## src/rtl/encoder_4x2_seq.sv

```systemverilog
// encoder_4x2_seq: sequential 4-to-2 priority encoder with a valid/ready
// handshake on both sides. It accepts a 4-bit request word and emits the index
// of every set bit, highest bit first, one index per downstream handshake.
// Optional build macro MULTIHOT_ERR_EN: when defined, a sticky err flag is
// built that sets on accepting a word with more than one bit set. When it is
// undefined, err_o is tied to 0.
module encoder_4x2_seq (
  input  logic       clk_i,
  input  logic       rst_i,
  input  logic [3:0] D_i,
  input  logic       D_valid_i,
  output logic       D_ready_o,
  output logic [1:0] A_o,
  output logic       A_valid_o,
  input  logic       A_ready_i,
  output logic       err_o,
  output logic [7:0] word_cnt_o
);

  typedef enum logic {IDLE, EMIT} state_t;

  state_t     state_q, state_d;
  logic [3:0] pend_q, pend_d;
  logic [7:0] cnt_q, cnt_d;
  logic [1:0] idx;
  logic [3:0] pend_clr;
  logic       accept;

  assign accept = D_valid_i && (state_q == IDLE);

  // Highest set bit of the pending mask (bit 3 wins).
  always_comb begin
    idx = 2'd0;
    if      (pend_q[3]) idx = 2'd3;
    else if (pend_q[2]) idx = 2'd2;
    else if (pend_q[1]) idx = 2'd1;
    else                idx = 2'd0;
  end

  assign pend_clr = pend_q & ~(4'b0001 << idx);

  // State, pending mask and word counter registers.
  always_ff @(posedge clk_i) begin
    if (rst_i) begin
      state_q <= IDLE;
      pend_q  <= 4'b0000;
      cnt_q   <= 8'h00;
    end else begin
      state_q <= state_d;
      pend_q  <= pend_d;
      cnt_q   <= cnt_d;
    end
  end

  // Next state: latch a word in IDLE (zero words are dropped), then clear one
  // bit per handshake in EMIT, returning to IDLE once the mask drains.
  always_comb begin
    state_d = state_q;
    pend_d  = pend_q;
    cnt_d   = cnt_q;
    case (state_q)
      IDLE: begin
        if (D_valid_i) begin
          pend_d = D_i;
          if (D_i != 4'b0000) state_d = EMIT;
        end
      end
      EMIT: begin
        if (A_ready_i) begin
          pend_d = pend_clr;
          if (pend_clr == 4'b0000) begin
            state_d = IDLE;
            cnt_d   = cnt_q + 8'd1;
          end
        end
      end
      default: state_d = IDLE;
    endcase
  end

  assign D_ready_o  = (state_q == IDLE);
  assign A_valid_o  = (state_q == EMIT);
  assign A_o        = (state_q == EMIT) ? idx : 2'b00;
  assign word_cnt_o = cnt_q;

`ifdef MULTIHOT_ERR_EN
  logic err_q;

  // Sticky multi-hot flag: (D & (D-1)) is nonzero when more than one bit is set.
  always_ff @(posedge clk_i) begin
    if (rst_i)
      err_q <= 1'b0;
    else if (accept && ((D_i & (D_i - 4'd1)) != 4'b0000))
      err_q <= 1'b1;
  end

  assign err_o = err_q;
`else
  logic unused_accept;
  assign unused_accept = accept;
  assign err_o = 1'b0;
`endif

endmodule

```

## config.mk

```make
export PLATFORM = sky130hd
export DESIGN_NAME = encoder_4x2_seq
export DESIGN_NICKNAME = d
export VERILOG_FILES = /design/src/rtl/encoder_4x2_seq.sv
export SDC_FILE = /design/constraint.sdc
export NUM_CORES = 1
export LEC_CHECK = 0
export CAP_MARGIN = 0
export CORE_MARGIN = 3
export CORE_UTILIZATION = 42
export CTS_BUF_LIST = sky130_fd_sc_hd__clkbuf_2 sky130_fd_sc_hd__clkbuf_4 sky130_fd_sc_hd__clkbuf_8
export CTS_CLUSTER_DIAMETER = 80
export DETAILED_ROUTE_END_ITERATION = 16
export GPL_TIMING_DRIVEN = 0
export PLACE_DENSITY = 0.86
export RECOVER_POWER = 25
export SETUP_SLACK_MARGIN = 0.15
export SLEW_MARGIN = 30
export SYNTH_ARGS = -nofsm -noshare
export SYNTH_HDL_FRONTEND = slang
export SYNTH_SLANG_ARGS = --single-unit
```

## constraint.sdc

```tcl
create_clock -name clk_i -period 1.1 [get_ports clk_i]
set_input_delay 0.22 -clock clk_i [delete_from_list [all_inputs] [get_ports clk_i]]
set_output_delay 0.22 -clock clk_i [all_outputs]
set_load 0.03 [all_outputs]
```

==> reports/qor.csv <==
metric;value;unit
routed vias;799;
wire per inst;20.6;µm
clock transition at the registers of the reported paths;0.08;ns
Synth area leader;dfxtp_1;
reg2reg setup slack;-0.24;ns
Final Critical Period;1.34;ns
Final Wtd Congestion;0.699;
top post-synthesis cells by area;dfxtp_1 (39%), xor2_1 (9.2%), nor2_1 (9.0%);
post-route clock skew;0.00503;ns
Initial Utilization;0.481;
syn_nets;84;
die area;0.00209;mm²
remaining global-route overflow;0;
synthesis-stage register bit count;13;
reg2reg path depth;5;
mapped cell area;664;µm²
Final WS setup;-0.243;ns
Via-to-Cell Ratio;6.10;
maxcap violations;0;
Starting DRT DRC Count;32;
crit start category;flop;
die span in x;45.8;µm
R2R Path Start;pend_q[1]$_SDFFE_PP0P_;
Final ANT Viol Nets;0;
Min-Delay Path Class;primary input to flop;
CTS Buffer Depth;2;
crit path kind;flop to flop;
final wirelength;2.70;mm
fmax;744;MHz
endpoints failing hold;0;
final setup fails;17;
LEAKAGE;0.511;nW
Tot Pwr;1.22;mW
Post-layout nets;126;
final design area excluding fillers;0.00129;mm²
area share of the largest cell type after synthesis;0.392;
crit end category;flop;
Hold Path Depth;5;
first-pass GRT wire length;3.62;mm
vias in the first global route;745;
drt pass-1 iters;4;
WHS Endpoint;A_valid_o$_SDFF_PP0_;
share of layout cells above drive strength 1;0.638;
cts bufs inserted;3;
IO Count;21;
Ys Warns;0;
TritonCTS clock tree;built;
PortBufs;19;
RSZ-0062 raised after global routing;yes;
CP max FO;6;
Detailed Place HPWL;1.24;mm
Avg Cell Area, Syn;8.86;µm²
H-tree levels;1;
P&R area growth vs syn;94.4;%
most common cell after layout, fill and taps aside;buf_6;
leading cell types in the layout, fill and taps excluded;buf_6 (20), nor2_1 (11), buf_4 (11);
hold path start;D_valid_i;
CP arrival;1.49;ns
VDD IR max;1.04;mV
cell area after placement;928;µm²
PwrDens;945;mW/mm²
failing checks;setup timing;
initial antenna violation count;0;
status;complete, but fails checks;
Final Slew Violations;0;
Final Cycle Share;1.22;
All-Layer GR Usage;0.247;
Site Rows;13;
chip height;45.8;µm
CTS Sinks;13;
Clk Latency, worst-skew pair;0.27;ns
Yosys cell types;26;
CTS root buf;clkbuf_4;
largest net degree at the start of global routing;11;
FILL cells;40;
Mapped Cells;75;
Reg-to-Reg End;word_cnt_o[4]$_SDFFE_PP0P_;
Core Region;0.00138;mm²
antenna cell count;0;
Critical Path RT;1.25;ns
sequential share of the synthesized area;0.392;
residual DRC count;0;
CTS Hold Bufs;0;
worst max-delay path: stages (launching register included):
cell and delay [ns]:
dfxtp_4 0.39, a211oi_4 0.28, buf_6 0.18, o211ai_1 0.13, xor2_1 0.17, nor2_1 0.05
sequential cells by signal, summed over array words and instances (netlist names):
name        flops
A_valid_o       1
word_cnt_o      8
pend_q          4
synthesized netlist by cell type (all sizes together):
master / count
xor2: 7
and3: 1
dfxtp: 13
a22oi: 1
buf: 1
o31ai: 1
nor2b: 1
o21ai: 1
nor2: 16
and4: 2
a2bb2oi: 1
a21oi: 5
ha: 1
nand2b: 1
clkbuf: 1
nand2: 5
o211ai: 3
conb: 1
o41ai: 1
o2111ai: 3
a211oi: 2
nand3b: 1
a21o: 1
and2: 2
mux2i: 1
inv: 2
worst max path at each step:
stage | from | end | cells after the start
floorplan | pend_q[1]$_SDFFE_PP0P_ | word_cnt_o[5]$_SDFFE_PP0P_ | 4
global placement | pend_q[2]$_SDFFE_PP0P_ | A_o[0] | 4
detailed placement | pend_q[2]$_SDFFE_PP0P_ | A_o[0] | 4
CTS | pend_q[2]$_SDFFE_PP0P_ | A_o[1] | 3
finish | pend_q[1]$_SDFFE_PP0P_ | word_cnt_o[4]$_SDFFE_PP0P_ | 5
global route | pend_q[1]$_SDFFE_PP0P_ | word_cnt_o[2]$_SDFFE_PP0P_ | 5
final cells by class:
| cell class | instances | area, µm² | area share |
|---|---|---|---|
| clock buffers | 4 | 30.0 | 0.0233 |
| multi-input cells | 58 | 547 | 0.423 |
| repair buffers | 37 | 369 | 0.286 |
| flip-flops and latches | 13 | 302 | 0.234 |
| plain buffers | 2 | 11.3 | 0.00872 |
| well taps | 15 | 18.8 | 0.0145 |
| inverters | 2 | 13.8 | 0.0107 |
power breakdown:
part           leakage [nW]  switching, mW  internal, mW
Combinational         0.378          0.203         0.186
Sequential            0.115         0.0440         0.475
Clock                0.0184          0.148         0.165
timing repair:
item	4_1_cts	5_1_grt
pin swaps	15	11
setup endpoints to repair	25	25
setup buffers	12	6
gates resized for setup	113	18
cloned	0	0
layer usage:
metal | track usage | vias up | routed length, µm
met2 | 0.418 | 40 | 1330
met1 | 0.295 | 398 | 1110
met3 | 0.0830 | 10 | 170
met4 | 0.0682 | 0 | 90
met5 | 0 | - | 0
li1 | - | 351 | -
kinds of logic (layout without fill, tap and decap cells):
family	Yosys count	count (layout)	share of synthesized area
other	1	1	0.00564
buffers and inverters	4	45	0.0283
XOR/XNOR	7	7	0.0923
AO/OA/AOI/OAI	19	19	0.245
multiplexers	1	1	0.0151
AND/OR/NAND/NOR	29	29	0.203
flip-flops	13	13	0.392
adder cells (fa/ha/maj)	1	1	0.0188
through the flow:
| stage | cells | hold WS (ns) | utilization | setup WS, ns | TNS [ns] |
|---|---|---|---|---|---|
| floorplan | 75 | 0.282 | - | -0.0793 | -0.509 |
| global placement | 109 | 0.490 | 0.671 | -0.482 | -6.07 |
| detailed placement | 109 | 0.500 | 0.671 | -0.500 | -6.40 |
| CTS | 125 | 0.454 | 0.840 | -0.207 | -1.87 |
| global route | 131 | 0.521 | 0.934 | -0.297 | -3.66 |
| finish | 131 | 0.519 | 0.934 | -0.243 | -2.82 |
No activity file was read; power rests on OpenSTA's default activity.
